File: src/rtl/test_sequencer_sat_counter.sv
// Saturating up-counter with synchronous clear; next_count exposes the value
// the counter takes on the coming edge so callers can act in the same cycle.
module sat_counter #(
    parameter int unsigned W = 16
) (
    input  logic         clk,
    input  logic         clr,
    input  logic         en,
    output logic [W-1:0] count,
    output logic [W-1:0] next_count
);

    // Clear wins over enable; an enabled counter sticks at all-ones.
    always_comb begin
        next_count = count;
        if (clr) begin
            next_count = '0;
        end else if (en && (count != {W{1'b1}})) begin
            next_count = count + W'(1);
        end
    end

    // Counter register.
    always_ff @(posedge clk) begin
        count <= next_count;
    end

endmodule

File: config.mk
export PLATFORM = sky130hd
export DESIGN_NAME = sat_counter
export DESIGN_NICKNAME = d
export VERILOG_FILES = /design/src/rtl/test_sequencer_sat_counter.sv
export SDC_FILE = /design/constraint.sdc
export NUM_CORES = 1
export LEC_CHECK = 0
export BUFFER_PORTS_ARGS = -buffer_cell sky130_fd_sc_hd__buf_4
export CELL_PAD_IN_SITES_DETAIL_PLACEMENT = 1
export CELL_PAD_IN_SITES_GLOBAL_PLACEMENT = 1
export CORE_ASPECT_RATIO = 1.2
export CORE_MARGIN = 5
export CORE_UTILIZATION = 31
export CTS_CLUSTER_DIAMETER = 80
export DETAILED_ROUTE_END_ITERATION = 7
export GPL_ROUTABILITY_DRIVEN = 0
export PLACE_DENSITY_LB_ADDON = 0.1
export RECOVER_POWER = 50
export SLEW_MARGIN = 20
export SYNTH_ARGS = -nofsm -noshare
export SYNTH_HDL_FRONTEND = slang
export SYNTH_SLANG_ARGS = --single-unit
File: constraint.sdc
create_clock -name clk -period 6 [get_ports clk]
set_input_delay 0.9 -clock clk [delete_from_list [all_inputs] [get_ports clk]]
set_output_delay 0.9 -clock clk [all_outputs]
set_load 0.05 [all_outputs]
==> run summary <==
RUN STATUS
-------------------------------------------------------------------------------------
Run status ............................................................. finished clean

DETAILED ROUTING
-------------------------------------------------------------------------------------
First DRT Iteration DRCs ...............................................           22
DRC violations left ....................................................            0
Antenna Violating Nets Remaining .......................................            0
Wirelength per Cell ....................................................      15.5 um
Via count ..............................................................          886
Count of TritonRoute iterations in the first routing pass ..............            2
Wirelength, routed .....................................................      2520 um
Vias per std cell ......................................................         5.47

CLOCK NETWORK
-------------------------------------------------------------------------------------
H-tree depth reported by CTS ...........................................            1
Post-CTS Hold Fix Bufs .................................................            0
Clock Latency Late Sink ................................................      0.29 ns
Clock-pin slew of the registers on the worst-case setup and hold paths .      0.11 ns
Cell at the root of the clock tree ..................................... sky130_fd_sc_hd__clkbuf_4
TritonCTS buffer count .................................................            3
Count of cells resized by post-cts repair ..............................            0
Total clock sinks ......................................................           16
Setup Buffers After CTS ................................................            0
CTS tree ...............................................................          yes
Clock tree buffer depth ................................................            2

FLOORPLANNING
-------------------------------------------------------------------------------------
Number of primary I/O pins .............................................           35
Placeable core region ..................................................    2530 um^2
Area enclosed by the die boundary ......................................    3730 um^2
Die Y-Extent ...........................................................      65.9 um
Initial core utilization ...............................................        32.0%
Number of rows created at floorplan ....................................           20
Width of the die .......................................................      56.6 um

STA
-------------------------------------------------------------------------------------
Hold Fails Final Rpt ...................................................            0
Crit path time final ...................................................      3.74 ns
Tightest Pin Transition ................................................     0.995 ns
Final period utilization ...............................................        62.3%
Number of failing setup endpoints in the final timing report ...........            0
Final worst hold slack .................................................     0.558 ns
RSZ-0062 raised after global routing ...................................        false
Final WS setup .........................................................      2.26 ns
Total negative slack ...................................................         0 ns
Relative slew slack ....................................................        32.8%
Clock tree skew after final layout .....................................   0.00576 ns
Slew Limit Fails .......................................................            0
Fmax achieved ..........................................................      268 MHz

POWER AND IR DROP
-------------------------------------------------------------------------------------
Leakage power figure ...................................................     0.367 nW
Post-layout total power ................................................     0.206 mW
Peak supply drop .......................................................     0.142 mV
Areal power density over the cells .....................................  197 nW/um^2

GLOBAL ROUTING
-------------------------------------------------------------------------------------
Global routing usage summed across all routing layers ..................        14.3%
Maximum number of pins on one net before global-route repair ...........           17
Grt ovf ................................................................            0
Initial antenna violation count ........................................            0
First-pass GRT wire length .............................................      4280 um
Via count of the first global-routing pass .............................          893

PLACEMENT
-------------------------------------------------------------------------------------
Post-DP HPWL ...........................................................      1910 um
Post-Place Worst Slack .................................................      2.64 ns
Instance count after placement with tap cells included .................          158
Number of buffers added on ports .......................................           34

SYNTHESIS
-------------------------------------------------------------------------------------
Count of state elements after synthesis ................................           16
Avg Cell Area, Syn .....................................................    8.60 um^2
Netlist area before placement ..........................................     808 um^2
Number of library cell types mapped by synthesis .......................           31
Number of warnings issued by yosys .....................................            0
Instance count of the mapped netlist ...................................           94
Nets in the synthesized netlist ........................................           98
Share of the yosys chip area belonging to registers ....................        39.6%

SETUP PATH
-------------------------------------------------------------------------------------
CP peak stage delay ....................................................      0.96 ns
Buffer and inverter count on the worst path ............................            1
WP data arrival ........................................................      2.84 ns
Top Family by Delay on Critical Path ................................... compound AO/OA/AOI/OAI gates
Critical Path, Cell by Cell ............................................ ha_1, nand4_1, o41ai_1, o21ai_0, a21oi_1, buf_4
Required time reported for the critical path endpoint ..................      5.10 ns
Critical path startpoint category ......................................         flop
R2R Setup Slk ..........................................................      3.61 ns
Sort of element at the end of the critical path ........................   output pin
Largest driver fanout on the critical path .............................            6
Slowest cell on crit path .............................................. sky130_fd_sc_hd__o41ai_1
Category of the critical setup timing path .............................   reg -> out

CELLS AND AREA
-------------------------------------------------------------------------------------
Largest register by flop count .........................................        count
Final-stage net count ..................................................          134
Filler cell count in the final layout ..................................          319
Count of non-filler cells in the finished layout .......................          162
Share of layout cells above drive strength 1 ...........................        18.6%
Largest regs ........................................................... count: 16 flops
Number of flip-flops in the largest register ...........................           16
Area added between synthesis and finish ................................        29.6%
Count of antenna diodes in the layout ..................................            0

RUN
-------------------------------------------------------------------------------------
Max-capacitance violation count ........................................            0

WORST HOLD PATH
-------------------------------------------------------------------------------------
Type of the most critical hold path ....................................   reg -> reg

[layout make-up]
type | instances | area (um^2) | area share (%)
Tap cell | 33 | 41.3 | 3.94
Timing Repair Buffer | 34 | 195 | 18.6
Multi-Input combinational cell | 71 | 439 | 41.9
Inverter | 4 | 15.0 | 1.43
Sequential cell | 16 | 320 | 30.6
Clock buffer | 4 | 36.3 | 3.46
[path summary, 6_finish.rpt]
check             cells past startpoint             to      start
setup / recovery                      6  next_count[5]   count[0]
hold / removal                        2      count[15]  count[15]
setup reg to reg                      5       count[5]   count[0]
hold reg to reg                       2      count[15]  count[15]
[Yosys cell counts (all sizes together)]
cell    instances  area share, %
a211oi          3            2.8
a21oi           9            5.6
a311oi          1            1.1
a31oi           2            1.5
and2            1           0.77
and3            2            1.5
and4b           1            1.2
buf             2            1.4
clkbuf          1           0.46
dfxtp          16             40
ha              1            1.5
inv             4            1.9
mux2i           2            2.5
nand2           6            2.8
nand2b          2            1.5
nand3           5            3.7
nand4           4            3.1
nor2            5            2.3
nor3            6            3.7
nor4            2            2.3
nor4b           1            1.1
o21ai           4            2.5
o31ai           4            3.7
o41ai           1            3.4
or2             1           0.77
or3             3            2.3
or4             4            3.7
xor2            1            1.1
[cells in the final DEF, fill, tap and decap left out]
master and count:
sky130_fd_sc_hd__ha_1 1, sky130_fd_sc_hd__nor3_1 6, sky130_fd_sc_hd__and2_1 1, sky130_fd_sc_hd__a21oi_1 9, sky130_fd_sc_hd__nand2_1 6, sky130_fd_sc_hd__nand3_2 1
sky130_fd_sc_hd__a311oi_1 1, sky130_fd_sc_hd__clkbuf_8 1, sky130_fd_sc_hd__nor4b_1 1, sky130_fd_sc_hd__nand4_1 4, sky130_fd_sc_hd__or4_1 4, sky130_fd_sc_hd__clkbuf_1 16
sky130_fd_sc_hd__a211oi_1 3, sky130_fd_sc_hd__mux2i_1 2, sky130_fd_sc_hd__buf_4 18, sky130_fd_sc_hd__nand2b_1 2, sky130_fd_sc_hd__xor2_1 1, sky130_fd_sc_hd__and4b_1 1
sky130_fd_sc_hd__nand3_1 4, sky130_fd_sc_hd__nor2_1 5, sky130_fd_sc_hd__or2_0 1, sky130_fd_sc_hd__o31ai_1 4, sky130_fd_sc_hd__a31oi_1 2, sky130_fd_sc_hd__o41ai_1 1
sky130_fd_sc_hd__inv_1 4, sky130_fd_sc_hd__nor4_1 1, sky130_fd_sc_hd__nor4_2 1, sky130_fd_sc_hd__o21ai_0 4, sky130_fd_sc_hd__or3_1 3, sky130_fd_sc_hd__clkbuf_4 3
sky130_fd_sc_hd__dfxtp_1 16, sky130_fd_sc_hd__and3_1 2
[kinds of logic after synthesis]
group / share of synthesized area, %
simple gates: 31.0
compound gates: 20.6
flops: 39.6
buf+inv: 3.71
mux: 2.48
xor+xnor: 1.08
fa+ha+maj: 1.55
[routing by layer]
layer	track usage [%]	up-vias	wire [um]
li1	-	428	-
met1	17.2	430	1090
met2	25.3	24	1270
met3	2.73	4	137
met4	4.45	0	19
met5	0	-	0
[where the power goes]
group	internal, mW	switching, mW	total [mW]
combinational	0.00541	0.0164	0.0218
clock	0.0370	0.0379	0.0749
sequential	0.108	0.00165	0.109
[worst reg2reg max path: cells and delay by family (launching register included)]
family | cells | cell delay [ns]
compound gates | 3 | 1.38
flops | 1 | 0.41
fa+ha+maj | 1 | 0.28
simple gates | 1 | 0.25
[stage by stage]
| step | cell area, um^2 | utilization, % |
|---|---|---|
| after floorplan | 808 | - |
| after global placement | 1090 | 43.1 |
| after detailed placement | 1090 | 43.1 |
| after CTS | 1130 | 44.6 |
| after global routing | 1050 | 41.4 |
| final | 1050 | 41.4 |
(Power assumes the default switching activity.)
